$ cat config.mk
export PLATFORM = sky130hd
export DESIGN_NAME = root_iter
export DESIGN_NICKNAME = d
export VERILOG_FILES = /design/src/rtl/root_iter.sv
export SDC_FILE = /design/constraint.sdc
export NUM_CORES = 1
export LEC_CHECK = 0
export CORE_MARGIN = 2
export CORE_UTILIZATION = 30
export DETAILED_ROUTE_END_ITERATION = 12
export GPL_TIMING_DRIVEN = 0
export HOLD_SLACK_MARGIN = 0.06
export SLEW_MARGIN = 20
export SYNTH_ARGS = -nofsm -noshare
export SYNTH_HDL_FRONTEND = slang
export SYNTH_SLANG_ARGS = --single-unit
$ cat constraint.sdc
create_clock -name clk_i -period 7.5 [get_ports clk_i]
set_clock_uncertainty 0.05 [all_clocks]
set_input_delay 1.5 -clock clk_i [delete_from_list [all_inputs] [get_ports clk_i]]
set_output_delay 1.5 -clock clk_i [all_outputs]
set_load 0.005 [all_outputs]
$ cat src/rtl/root_iter.sv
// Iterative floor square/cube root with remainder. Root bits are resolved
// MSB-first; each candidate power is built by a bit-serial shift-add multiply.
module root_iter #(
  parameter int W = 8
) (
  input  logic                 clk_i,
  input  logic                 rst_i,
  input  logic                 start_i,
  input  logic                 mode_i,
  input  logic [W-1:0]         a_bi,
  output logic                 busy_o,
  output logic                 done_o,
  output logic [(W+1)/2-1:0]   y_bo,
  output logic [W-1:0]         rem_bo
);
  localparam int OUT_W = (W + 1) / 2;
  localparam int NB_CU = (W + 2) / 3;
  localparam int SW    = 2 * OUT_W;
  localparam int AW    = 3 * OUT_W;
  localparam int CW    = $clog2(OUT_W + 1);

  typedef enum logic [2:0] {IDLE, LOAD, SQ, CU, CMP, DONE} state_t;
  state_t state;

  logic [W-1:0]     a_r;
  logic             mode_r;
  logic [OUT_W-1:0] y_r;
  logic [AW-1:0]    p_r, pw_acc;
  logic [SW-1:0]    sq_acc;
  logic [CW-1:0]    b, cnt;

  logic [OUT_W-1:0] c, c_sh, y_nx;
  logic [SW-1:0]    sq_add;
  logic [AW-1:0]    cu_add, pw, a_ext, p_nx;
  logic             fit, last_cnt;

  // Full-width accumulators: an oversized candidate power simply compares
  // greater than the operand, no overflow detection needed.
  always_comb begin
    c        = y_r | (OUT_W'(1) << b);
    c_sh     = c >> cnt;
    sq_add   = c_sh[0] ? (SW'(c) << cnt) : '0;
    cu_add   = c_sh[0] ? (AW'(sq_acc) << cnt) : '0;
    pw       = mode_r ? pw_acc : AW'(sq_acc);
    a_ext    = AW'(a_r);
    fit      = (pw <= a_ext);
    y_nx     = fit ? c : y_r;
    p_nx     = fit ? pw : p_r;
    last_cnt = (cnt == CW'(OUT_W - 1));
  end

  always_ff @(posedge clk_i) begin
    if (rst_i) begin
      state  <= IDLE;
      busy_o <= 1'b0;
      done_o <= 1'b0;
      y_bo   <= '0;
      rem_bo <= '0;
      a_r    <= '0;
      mode_r <= 1'b0;
      y_r    <= '0;
      p_r    <= '0;
      pw_acc <= '0;
      sq_acc <= '0;
      b      <= '0;
      cnt    <= '0;
    end else begin
      case (state)
        IDLE: if (start_i) begin
          a_r    <= a_bi;
          mode_r <= mode_i;
          busy_o <= 1'b1;
          state  <= LOAD;
        end
        LOAD: begin
          y_r    <= '0;
          p_r    <= '0;
          sq_acc <= '0;
          pw_acc <= '0;
          cnt    <= '0;
          b      <= mode_r ? CW'(NB_CU - 1) : CW'(OUT_W - 1);
          state  <= SQ;
        end
        SQ: begin
          sq_acc <= sq_acc + sq_add;
          cnt    <= last_cnt ? '0 : cnt + 1'b1;
          if (last_cnt) begin
            pw_acc <= '0;
            state  <= mode_r ? CU : CMP;
          end
        end
        CU: begin
          pw_acc <= pw_acc + cu_add;
          cnt    <= last_cnt ? '0 : cnt + 1'b1;
          if (last_cnt) state <= CMP;
        end
        CMP: begin
          y_r    <= y_nx;
          p_r    <= p_nx;
          sq_acc <= '0;
          if (b == '0) begin
            y_bo   <= y_nx;
            rem_bo <= W'(a_ext - p_nx);
            done_o <= 1'b1;
            state  <= DONE;
          end else begin
            b     <= b - 1'b1;
            state <= SQ;
          end
        end
        DONE: begin
          done_o <= 1'b0;
          busy_o <= 1'b0;
          state  <= IDLE;
        end
        default: state <= IDLE;
      endcase
    end
  end
endmodule

==> results of run 1 <==
## flip-flops by register name (all words and copies together), names as in the netlist
| name | flops |
|---|---|
| b | 3 |
| rem_bo | 8 |
| state | 3 |
| y_r | 4 |
| p_r | 8 |
| y_bo | 4 |
| a_r | 8 |
| sq_acc | 8 |
| cnt | 3 |
| pw_acc | 12 |
| busy_o | 1 |
| done_o | 1 |
| mode_r | 1 |
## synth_stat cells, types with 8 or more instances
library cell                n  area (um2)
sky130_fd_sc_hd__a211oi_1  10        75.1
sky130_fd_sc_hd__a21o_1     8        60.1
sky130_fd_sc_hd__a21oi_1   63         315
sky130_fd_sc_hd__a22oi_1   19         143
sky130_fd_sc_hd__clkbuf_1  24        90.1
sky130_fd_sc_hd__dfxtp_1   64        1280
sky130_fd_sc_hd__ha_1      35         438
sky130_fd_sc_hd__inv_1     23        86.3
sky130_fd_sc_hd__mux2_2     8        90.1
sky130_fd_sc_hd__mux2i_1   12         120
sky130_fd_sc_hd__nand2_1   49         184
sky130_fd_sc_hd__nor2_1    72         270
sky130_fd_sc_hd__nor2b_1   10        62.6
sky130_fd_sc_hd__nor3_1    19        95.1
sky130_fd_sc_hd__o21bai_1   9        67.6
sky130_fd_sc_hd__xnor2_1   16         140
## report_power, final
| group | leakage [nW] | internal [mW] | switching (mW) |
|---|---|---|---|
| logic | 1.32 | 0.237 | 0.403 |
| clock network | 0.130 | 0.240 | 0.147 |
| registers | 0.518 | 0.374 | 0.0327 |
## logic make-up (layout without fill, tap and decap cells)
group                      Yosys count  in the layout  synth area share
muxes                               23             23            0.0650
xor gates and xnor gates            22             22            0.0451
DFF                                 64             64             0.300
AOI/OAI and AO/OA                  142            142             0.218
buffers and inverters               50             90            0.0442
adders and majority gates           42             42             0.127
and+or+nand+nor                    187            187             0.201
## worst max path at each step
stage / slack [ps] / startpoint / end / depth (start not counted)
global placement: 2510 / mode_r$_SDFFE_PP0P_ / rem_bo[6]$_SDFFE_PP0P_ / 18
detailed placement: 2470 / mode_r$_SDFFE_PP0P_ / rem_bo[6]$_SDFFE_PP0P_ / 18
CTS: 2390 / mode_r$_SDFFE_PP0P_ / rem_bo[6]$_SDFFE_PP0P_ / 18
finish: 2400 / mode_r$_SDFFE_PP0P_ / rem_bo[6]$_SDFFE_PP0P_ / 18
global route: 2160 / mode_r$_SDFFE_PP0P_ / rem_bo[6]$_SDFFE_PP0P_ / 18
floorplan: 3030 / mode_r$_SDFFE_PP0P_ / rem_bo[6]$_SDFFE_PP0P_ / 18
## routing by layer
metal	global-route usage	part of all wire	up-vias
met2	0.267	0.46	105
met1	0.206	0.46	1835
met5	0	0	-
li1	-	-	1945
met3	0.0364	0.054	24
met4	0.0810	0.028	0
## worst reg2reg max path: cells and delay by family, from the launching register on
| family | cells | cell delay, ps |
|---|---|---|
| compound gates | 6 | 1120 |
| simple gates | 2 | 380 |
| buf+inv | 3 | 780 |
| flops | 1 | 350 |
| fa+ha+maj | 6 | 1890 |
| mux | 1 | 440 |
## area by class of cell
type	count	area [um2]	share of cell area
repair buffers	25	250	0.0499
clock buffers	15	268	0.0534
flip-flops and latches	64	1280	0.255
plain buffers	27	103	0.0205
multi-input cells	416	2800	0.559
well taps	180	225	0.0449
inverters	23	86.3	0.0172
## through the flow
step | power (mW) | instance area [um2] | std cells | hold slack (ps) | worst slack [ps]
CTS | 1.44 | 5020 | 750 | 417 | 2390
floorplan | 0.882 | 4270 | 530 | 397 | 3030
global route | 1.54 | 5020 | 750 | 431 | 2160
global placement | 1.03 | 4750 | 735 | 396 | 2510
finish | 1.43 | 5020 | 750 | 414 | 2400
detailed placement | 1.04 | 4750 | 735 | 403 | 2470
==> results.md, run 1 <==
Status:
- The run finished with clean final reports.

Global route:
- The pin count of the biggest net entering global routing is 11.
- The overall overflow remaining after global route is 0.
- The via count of the first global-routing pass is approximately 3.9k.
- The initial antenna violation count is 0.
- In the global route stage, overall resource usage came out at 0.165.
- The first-pass GRT wire length is 19.3 mm.

Power and ir drop:
- The worst-case IR drop observed on VDD is approximately 0.14 mV.
- The static power due to leakage is just under 2 nW.
- The power density relative to cell area is ~290 mW/mm2.

Floorplanning:
- For this configuration, the core starts out at a cell density of 0.308.
- In this run the vertical extent of the chip is approximately 120 um.
- Measured along the x axis, the die boundary spans between 100 and 150 um.
- The floorplan step defined a die boundary enclosing between 0.015 and 0.02 mm2.
- The floorplan core area is approximately 0.014 mm2.
- After floorplanning, the core was divided into 43 placement rows.
- 26 I/O pins were placed.

Routing:
- The count of vias placed by the detailed router is 3909.
- After detailed routing, the average wire length per cell comes to 15.6 um.
- After detailed routing, the number of vias per cell comes to about 5.2.
- The number of DRC markers in iteration 0 is 190.
- The iteration count of the initial detailed-routing pass is 5.
- For this run, design rule violations remaining after detail routing come to 0.
- The remaining number of nets flagged by the antenna check after routing is 0.
- The detailed-route wire length is roughly 12 mm.

Clocking:
- The H-tree was split into 3 levels.
- The clock edge transition at the registers on the reported setup and hold paths is ~50 ps.
- At the later pin of the worst-skew pair, clock insertion delay measures roughly 330 ps.
- Buffers added to address setup during post-CTS repair amount to 0.
- The TritonCTS clock tree is done.
- In this run, post-CTS hold repair placed 0 buffers.
- The clock passes through at most 2 buffers.
- In this run, post-CTS repair resized a total of 0 instances.
- In this run, CTS created clock tree buffers numbering 9.
- The number of clock sinks is 64.
- The tree is rooted in a sky130_fd_sc_hd__clkbuf_16.

Finish:
- The repair_antennas step left the layout with diodes totalling 0.
- For this run, the post-layout net count is around 620.
- The library cells used most frequently in the layout, excluding fill and tap cells, are sky130_fd_sc_hd__nor2_1, sky130_fd_sc_hd__dfxtp_1, sky130_fd_sc_hd__a21oi_1.
- The most common cell after layout, fill and taps aside is sky130_fd_sc_hd__nor2_1.
- From synthesis to final layout, the design area changed by 17.4%.
- Fill cells in the final layout number between 1k and 1.5k.
- Once layout is complete, the utilization of the core stands at 0.361.
- Of the cells placed in the final design, the portion with a size suffix greater than 1 is 0.0632.

Timing:
- The total count of max-transition violations in the final report is 0.
- For the finished layout, the period the worst path requires is a little over 5000 ps.
- Setup repair after global routing left no endpoint under its margin.
- The final hold violation count came to 0.
- For the final routed database, the setup TNS stands at 0 ps.
- The slew at the pin with the worst max-slew slack is about 1100 ps.
- Static timing analysis puts the maximum clock frequency at ~200 MHz.
- In the finished design, the share of the clock period the worst path needs comes to 0.680.
- Setup violations remaining at the end of the flow were counted as 0.
- The worst-case headroom to the max-slew limit is 0.283.

Synthesis:
- Each instance of the synthesized netlist takes up on average 8.06 um2.
- The proportion of synthesized flip-flops having asynchronous set or reset is 0.
- The gate count after technology mapping is 530.
- The count of flip-flops with a built-in enable after synthesis is 0.
- After synthesis the cells add up to about 0.0043 mm2.
- The most used flip-flop cell after synthesis is sky130_fd_sc_hd__dfxtp_1.
- For this run, the register share of the synthesized area comes to 0.300.
- The distinct cell type count of the synthesized netlist is 56.
- The synthesized net count is 580.
- The number of warnings issued by yosys is 0.
- Counting flops and latches in the post-synthesis netlist gives 64.

Worst setup path:
- Measured in cells, the most critical reg-to-reg path has a length of 18.
- The top cell family by delay on the critical path is adder cells.
- The worst setup path is launched from a flop.
- The cell at the slowest stage of the critical path is sky130_fd_sc_hd__mux2_2.
- In this design, the stage delay of the slowest critical-path cell is roughly 440 ps.
- The register-to-register setup slack is about 2400 ps.
- Along the worst path, the maximum fanout reaches 10.
- The critical path goes through buf_2, mux2_2, ha_1, a21o_1, a21oi_1, a21oi_4, nor2_2, clkbuf_1, nor2_1, a21oi_1, ha_1, inv_1, fa_1, maj3_2, maj3_2, maj3_2, a211o_1, o211ai_1.
- The number of buffers and inverters on the critical path is 3.
- The category of the critical setup timing path is reg -> reg.
- The required time reported for the critical path endpoint is a little under 8000 ps.
- The reg-to-reg critical path endpoint is rem_bo[6]$_SDFFE_PP0P_.
- The most frequent cell on the critical path is sky130_fd_sc_hd__maj3_2.
- The startpoint of the worst register-to-register path is mode_r$_SDFFE_PP0P_.
- Data on the critical path arrives at its endpoint at about 5300 ps.
- The nature of the critical path endpoint is a flop.

Worst hold path:
- The class of the tightest hold or removal check is reg -> reg.
- The worst hold path terminates at rem_bo[1]$_SDFFE_PP0P_.
- The source of the worst hold timing path is rem_bo[1]$_SDFFE_PP0P_.
- The count of cells along the worst hold path is 2.

Job:
- Across the run, the number of max-cap violations was 0.

Place:
- The number of port buffers is 25.
- Once detailed placement completed, the half-perimeter wirelength came to around 8.6 mm.
- The weighted congestion reported at the end of routability-driven placement is ~0.9.
Note: power is estimated with default switching activity, not from simulation.
==> inputs of run 2 (changes only) <==
clock period = 4.2 ns   (was 7.5 ns; I/O delays follow)
==> run 2 against run 1 <==
Against the previous run:
- utilization rose by 3.3 points
- total power rose by 110%
- setup slack got worse by 2300 ps
- final cell count rose by 2.3%
- clock power rose by 110%
- wire length rose by 5.7%
- fmax rose by 24%
- critical path type unchanged
- largest cell class unchanged
==> results.md, run 2 (synthesis results as in run 1) <==
Status:
- The flow ran to the end, and the final reports show no timing, DRC or antenna violations.

Place:
- The HPWL after detailed placement is about 8.7 mm.
- The number of port buffers is 25.
- The weighted congestion reported at the end of routability-driven placement is 0.919.
- The area after detailed placement is ~0.0048 mm2.
- The worst setup slack before clock tree synthesis is -480 ps.

Power and ir drop:
- The power density relative to cell area is roughly 540 mW/mm2.
- Summed over all nets, the switching power comes to between 1 and 1.5 mW.
- The share of total power dissipated in the clock network is 0.277.
- The internal portion of the total power is 1.82 mW.
- Across the VDD grid, the largest voltage drop is ~0.3 mV.
- Of the total power, the share spent switching nets is 0.391.
- The share of total power dissipated in combinational logic is 0.478.
- In this run the static leakage power is between 2 and 2.5 nW.
- The part of the total power dissipated in sequential elements is 0.245.
- After layout, the design draws a total of just under 3 mW.

Finish:
- The register with the most flip-flops is pw_acc.
- The fraction of final layout cells with drive strength greater than 1 is 0.152.
- The filler cells instantiated in the layout total between 1k and 1.5k.
- Summing all multi-input logic gate instances after layout gives 0.00305 mm2.
- In the layout the commonest cells are sky130_fd_sc_hd__nor2_1, sky130_fd_sc_hd__dfxtp_1, sky130_fd_sc_hd__a21oi_1.
- The number of flip-flops in the largest register is 12.
- For this run, the share of the core covered by cells in the final layout is 0.395.
- The number of antenna diodes in the final layout is 0.
- The net count reported at finish is ~630.
- From synthesis to final layout, the design area changed by 28.2%.
- The sequential standard cell area is 0.00128 mm2.
- After routing the design area is 0.00548 mm2.
- The most common cell after layout, fill and taps aside is sky130_fd_sc_hd__nor2_1.

Clocking:
- The number of buffers created by CTS is 9.
- The later pin in the worst-skew pair is clocked with a latency of about 330 ps.
- Clock-pin slew was measured on the worst setup and hold paths at roughly 60 ps.
- The worst-case clock buffer depth is 2.
- TritonCTS built the clock tree.
- The number of clock sinks is 64.
- The cell sitting at the root of the clock tree is a sky130_fd_sc_hd__clkbuf_16.
- CTS built an H-tree with a depth of 3.

Timing:
- The slew at the pin with the worst max-slew slack is around 1100 ps.
- In this run the tightest slew margin relative to its limit is 0.294.
- The total count of max-transition violations in the final report is 0.
- The number of endpoints failing setup at the final stage is 0.
- The smallest clock period supported by the final layout is computed as ~4100 ps.
- For this run, the top clock speed supported by timing is roughly 240 MHz.
- The final cycle utilization of the critical path is 0.978.
- The final hold violation count is 0.
- In the post-route analysis, the smallest setup slack over all paths is slightly above 90 ps.
- Setup total negative slack on the finished layout was measured at 0 ps.

Floorplanning:
- The effective utilization at floorplan is 0.308.
- In this run the count of I/O pins placed on the die edge is 26.
- Measured along the y axis, the die boundary spans about 120 um.
- The region available for standard cell placement spans between 0.01 and 0.015 mm2.
- The floorplan has 43 rows.
- The die span in x is between 100 and 150 um.
- The floorplan step defined a die boundary enclosing around 0.015 mm2.

Global route:
- The overall overflow remaining after global route is 0.
- The first global-routing pass estimated approximately 19 mm of wire.
- The pin count of the biggest net entering global routing is 13.
- The overall global routing resource usage is 0.164.
- The initial antenna violation count is 0.
- The via count of the first global-routing pass is just under 4k.

Worst setup path:
- STA puts the critical path data required time at about 4400 ps.
- The register-to-register setup slack is a little over 90 ps.
- The cell count of the worst reg-to-reg path is 18.
- The startpoint of the worst register-to-register path is mode_r$_SDFFE_PP0P_.
- The arrival time at the worst endpoint is roughly 4300 ps.
- The category of the critical setup timing path is reg -> reg.
- The worst register-to-register path ends at rem_bo[6]$_SDFFE_PP0P_.
- The worst setup path is launched from a flop.
- Along the worst path, the maximum fanout reaches 7.
- STA classifies the critical path endpoint as a flop.

Routing:
- Dividing the detail-routed via count by the number of cells gives 5.23.
- The detailed-route wire length is 12.3 mm.
- Summing over every cut layer, the via total after detailed routing is about 4.0k.
- In the final routed layout, each cell accounts on average for 16.1 um.
- The count of nets left with antenna violations once routing finished came out at 0.
- After the first detailed-routing iteration, the DRC count stood at 200.
- The first detailed-routing pass ran for 7 iterations.
- The remaining design rule violation count is 0.

Worst hold path:
- The count of cells along the worst hold path is 2.
- The class of the tightest hold or removal check is reg -> reg.
- The endpoint of the worst hold path is rem_bo[1]$_SDFFE_PP0P_.
- The source of the worst hold timing path is rem_bo[1]$_SDFFE_PP0P_.

Job:
- The max-cap violation count is 0.
[run 2: cell count changes in the layout (fill, tap and decap cells not counted), moves of 6 or more]
cell                       change
sky130_fd_sc_hd__mux2_4        +6
sky130_fd_sc_hd__ha_4          +7
sky130_fd_sc_hd__a21oi_2       +6
sky130_fd_sc_hd__clkbuf_1      -6
sky130_fd_sc_hd__ha_1          -8
sky130_fd_sc_hd__mux2_2        -6
sky130_fd_sc_hd__buf_4        +15
sky130_fd_sc_hd__a21oi_1       -8
[run 2: critical path: stages, from the launching register on]
cell                       delay (ps)
sky130_fd_sc_hd__dfxtp_2          350
sky130_fd_sc_hd__buf_8            150
sky130_fd_sc_hd__mux2_4           350
sky130_fd_sc_hd__ha_4             300
sky130_fd_sc_hd__nand3_4          100
sky130_fd_sc_hd__nor3_4           200
sky130_fd_sc_hd__o22ai_2          110
sky130_fd_sc_hd__nor2_4           130
sky130_fd_sc_hd__buf_8            140
sky130_fd_sc_hd__nor2_2            50
sky130_fd_sc_hd__a21oi_4          130
sky130_fd_sc_hd__ha_2             190
sky130_fd_sc_hd__inv_2             50
sky130_fd_sc_hd__fa_2             400
sky130_fd_sc_hd__maj3_2           320
sky130_fd_sc_hd__maj3_2           340
sky130_fd_sc_hd__maj3_2           330
sky130_fd_sc_hd__a211o_1          260
sky130_fd_sc_hd__o211ai_1          90
[run 2: how the worst max path moves through the flow]
stage,slack [ps],end,cells after the start,from
after CTS,0.2,rem_bo[6]$_SDFFE_PP0P_,19,mode_r$_SDFFE_PP0P_
after global routing,-10,rem_bo[6]$_SDFFE_PP0P_,18,mode_r$_SDFFE_PP0P_
after global placement,-430,rem_bo[6]$_SDFFE_PP0P_,18,mode_r$_SDFFE_PP0P_
final,90,rem_bo[6]$_SDFFE_PP0P_,18,mode_r$_SDFFE_PP0P_
after detailed placement,-480,rem_bo[6]$_SDFFE_PP0P_,18,mode_r$_SDFFE_PP0P_
after floorplan,7,rem_bo[6]$_SDFFE_PP0P_,18,mode_r$_SDFFE_PP0P_
[run 2: area by class of cell]
class | count | area share
Clock inverter | 6 | 0.0169
Timing Repair Buffer | 41 | 0.0683
Clock buffer | 10 | 0.0436
Tap cell | 180 | 0.0411
Multi-Input combinational cell | 416 | 0.557
Inverter | 23 | 0.0158
Buffer | 27 | 0.0228
Sequential cell | 64 | 0.234
[run 2: repair_timing]
item | 4_1_cts | 5_1_grt
gates resized for setup | 11 | 41
buffers inserted | 6 | 10
pin swaps | 4 | 15
setup endpoints to repair | 8 | 8
hold buffers | 0 | 0
[run 2: metal layers]
metal | vias to the layer above | GRT usage | wire length [um]
li1 | 1981 | - | -
met1 | 1922 | 0.207 | 5580
met2 | 93 | 0.284 | 6100
met3 | 17 | 0.0281 | 422
met4 | 0 | 0.0511 | 223
met5 | - | 0 | 0
[run 2: power groups by stage]
stage	logic, mW	registers (mW)	clock network, mW
floorplan	0.863	0.724	0
global placement	1.12	0.736	0
finish	1.43	0.730	0.828
CTS	1.21	0.727	0.842
detailed placement	1.14	0.739	0
global route	1.56	0.738	0.863
[run 2: per-stage QoR]
stage,hold slack [ps],cells
2_1_floorplan,397,530
3_3_place_gp,395,735
5_1_grt,426,767
4_1_cts,414,757
3_5_place_dp,406,735
6_report,411,767
==> inputs of run 3 (changes only) <==
CTS_CLUSTER_SIZE = 10   (was default)
clock period = 4 ns   (was 4.2 ns; I/O delays follow)
==> run 3 against run 2 <==
Against the previous run:
- global-route usage rose by 0.27 points
- non-clock buffer count rose by 3
- sequential power rose by 6.0%
- count of clock-buffer cells in the layout fell by 1
- total power rose by 8.4%
- sequential share of layout area fell by 0.36 points
- largest cell class unchanged
- fmax rose by 3.1%
- combinational power rose by 9%
- flip-flop and latch count did not move
==> results.md, run 3 (synthesis results as in run 1) <==
Clocking:
- The clock edge transition at the registers on the reported setup and hold paths is 60 ps.
- The TritonCTS clock tree is done.
- The number of clock sinks is 64.
- At the later pin of the worst-skew pair, clock insertion delay measures between 300 and 400 ps.
- No sink is reached through more buffers than the 2 on the longest clock path.
- The number of H-tree branching levels is 3.
- The number of buffers created by CTS is 9.
- The number of buffers inserted by hold repair at cts is 0.
- The cell chosen for the clock root is sky130_fd_sc_hd__clkbuf_16.

Timing:
- The final hold violation count is 0.
- Setup repair after global routing could not meet its margin everywhere.
- The highest clock rate is between 200 and 300 MHz.
- The minimum period implied by the final worst setup slack is between 3000 and 4000 ps.
- The number of endpoints failing setup at the final stage is 0.
- For the pin with the worst max-slew slack, the measured transition is around 650 ps.
- The total count of max-transition violations in the final report was 0.
- The post-route worst setup slack is ~15 ps.
- The worst-case headroom to the max-slew limit is 0.567.
- In the finished design, the share of the clock period the worst path needs comes to 0.996.
- The final total negative setup slack is 0 ps.
- On the final layout, the worst hold slack is 412 ps.

Routing:
- The average wire length per cell after detail routing is ~16 um.
- For this block, the via count after detailed routing is between 4k and 5k.
- The number of DRC markers in iteration 0 is roughly 380.
- The iteration count of the initial detailed-routing pass is 4.
- After detailed routing, the number of remaining DRC violations is 0.
- Once detail routing completed, the nets flagged for antenna violations numbered 0.
- The detailed-route wire length is roughly 12 mm.
- In the routed layout, each cell is associated on average with a via count of 5.25.

Worst setup path:
- At the worst endpoint, the required time is about 4200 ps.
- The kind of start point of the critical path is a flop.
- The capturing instance or port of the critical path is rem_bo[6]$_SDFFE_PP0P_.
- Tracing the worst setup path back leads to its startpoint at mode_r$_SDFFE_PP0P_.
- In this run the register-to-register setup slack is approximately 15 ps.
- The cell at the slowest stage of the critical path is sky130_fd_sc_hd__dfxtp_4.
- STA puts the critical path data arrival time at 4200 ps.
- The category of the critical setup timing path is reg -> reg.
- The startpoint of the worst register-to-register path is mode_r$_SDFFE_PP0P_.
- The reg-to-reg critical path endpoint is rem_bo[6]$_SDFFE_PP0P_.
- On the worst path, the slowest cell contributes a delay of 390 ps.
- The critical path goes through buf_12, mux2_4, ha_4, nand3_4, o21bai_4, a21oi_4, nor2_4, buf_8, a21oi_4, ha_2, inv_2, fa_2, maj3_2, maj3_2, maj3_2, a211o_1, o211ai_1.
- The worst register-to-register path has a depth of 17.
- The most frequent cell on the critical path is sky130_fd_sc_hd__maj3_2.
- The peak fanout along the critical path is 5.
- The nature of the critical path endpoint is a flop.

Worst hold path:
- The source of the worst hold timing path is rem_bo[1]$_SDFFE_PP0P_.
- The class of the tightest hold or removal check is reg -> reg.

Floorplanning:
- The floorplan die area is approximately 0.015 mm2.
- The number of top-level pins is 26.
- The die span in x is between 100 and 150 um.
- The die height is ~120 um.
- The initial utilization of the core area, before any placement, comes to 0.308.
- The floorplan core area is approximately 0.014 mm2.
- The floorplan has 43 rows.

Global route:
- In the global route stage, overall resource usage came out at 0.167.
- Summed over all layers, the global routing overflow is 0.
- The pin count of the biggest net entering global routing is 12.
- The first global-routing pass estimated 19.7 mm of wire.
- The initial antenna violation count is 0.
- The via count of the first global-routing pass is just under 4k.

Finish:
- Relative to the synthesized area, the layout overhead comes to 30.6%.
- The repair_antennas step left the layout with diodes totalling 0.
- The net count reported at finish is about 640.
- The number of flip-flops in the largest register is 12.
- In the layout the commonest cells are sky130_fd_sc_hd__nor2_1, sky130_fd_sc_hd__dfxtp_1, sky130_fd_sc_hd__a21oi_1.
- The count of non-filler cells in the finished layout is ~770.
- The register with the most flip-flops is pw_acc.
- The fraction of final layout cells with drive strength greater than 1 is 0.165.
- The most common cell after layout, fill and taps aside is sky130_fd_sc_hd__nor2_1.

Place:
- At the end of routability-driven placement, the weighted congestion stood at between 0.9 and 1.
- Buffers placed on the I/O ports in this run total 25.
- The number of cells after detailed placement is 735.
- The worst setup slack before clock tree synthesis is -433 ps.
- The HPWL after detailed placement is around 9.2 mm.

Power and ir drop:
- For this design the ratio of total power to cell area is roughly 580 mW/mm2.
- Across the VDD grid, the largest voltage drop is 0.308 mV.
- The static power due to leakage is between 2 and 2.5 nW.

Status:
- The flow ran to the end, and the final reports show no timing, DRC or antenna violations.

Job:
- Max-cap violations in this run came to 0.
[run 3: where the power goes]
group | internal (mW) | switching, mW | leakage [nW]
Combinational | 0.679 | 0.886 | 1.49
Sequential | 0.703 | 0.0711 | 0.519
Clock | 0.603 | 0.293 | 0.165
Total | 1.99 | 1.25 | 2.17
[run 3: metal layers]
metal / track usage / vias up / share of wire
li1: - / 1991 / -
met1: 0.206 / 1929 / 0.43
met2: 0.287 / 105 / 0.49
met3: 0.0397 / 15 / 0.061
met4: 0.0504 / 0 / 0.012
met5: 0 / - / 0
[run 3: area by class of cell]
type                    instances  area (um2)
fillers                      1389        8300
plain buffers                  27         133
repair buffers                 44         413
well taps                     180         225
clock buffers                   9         225
inverters                      23        86.3
clock inverters                 6         109
flip-flops and latches         64        1290
multi-input cells             416        3100
[run 3: repair_timing]
| action | in CTS | in global routing |
|---|---|---|
| buffers inserted | 11 | 7 |
| endpoints found under the hold margin | 0 | 0 |
| pin swaps | 11 | 5 |
| endpoints found under the setup margin | 8 | 8 |
| gates cloned | 1 | 0 |
| resized for setup | 24 | 20 |
[run 3: stage by stage]
step | utilization | cell area, um2 | power (mW)
after CTS | 0.392 | 5450 | 3.09
after global placement | 0.352 | 4890 | 2.00
after global routing | 0.402 | 5580 | 3.43
after floorplan | - | 4420 | 1.70
after detailed placement | 0.352 | 4890 | 2.02
final | 0.402 | 5580 | 3.24
[run 3: worst min-delay path by stage]
| stage | slack, ps | to | cells past startpoint |
|---|---|---|---|
| 2_1_floorplan | 400 | p_r[3]$_SDFFE_PP0N_ | 2 |
| 3_3_place_gp | 390 | y_bo[2]$_SDFFE_PP0P_ | 2 |
| 3_5_place_dp | 410 | rem_bo[1]$_SDFFE_PP0P_ | 2 |
| 4_1_cts | 420 | rem_bo[1]$_SDFFE_PP0P_ | 2 |
| 5_1_grt | 440 | rem_bo[3]$_SDFFE_PP0P_ | 2 |
| 6_report | 410 | rem_bo[1]$_SDFFE_PP0P_ | 2 |
[run 3: critical path: cells and delay by family, from the launching register on]
family / cells / cell delay (ps)
AOI/OAI and AO/OA: 5 / 870
adders and majority gates: 6 / 1790
buffers and inverters: 3 / 310
DFF: 1 / 390
muxes: 1 / 330
and+or+nand+nor: 2 / 170
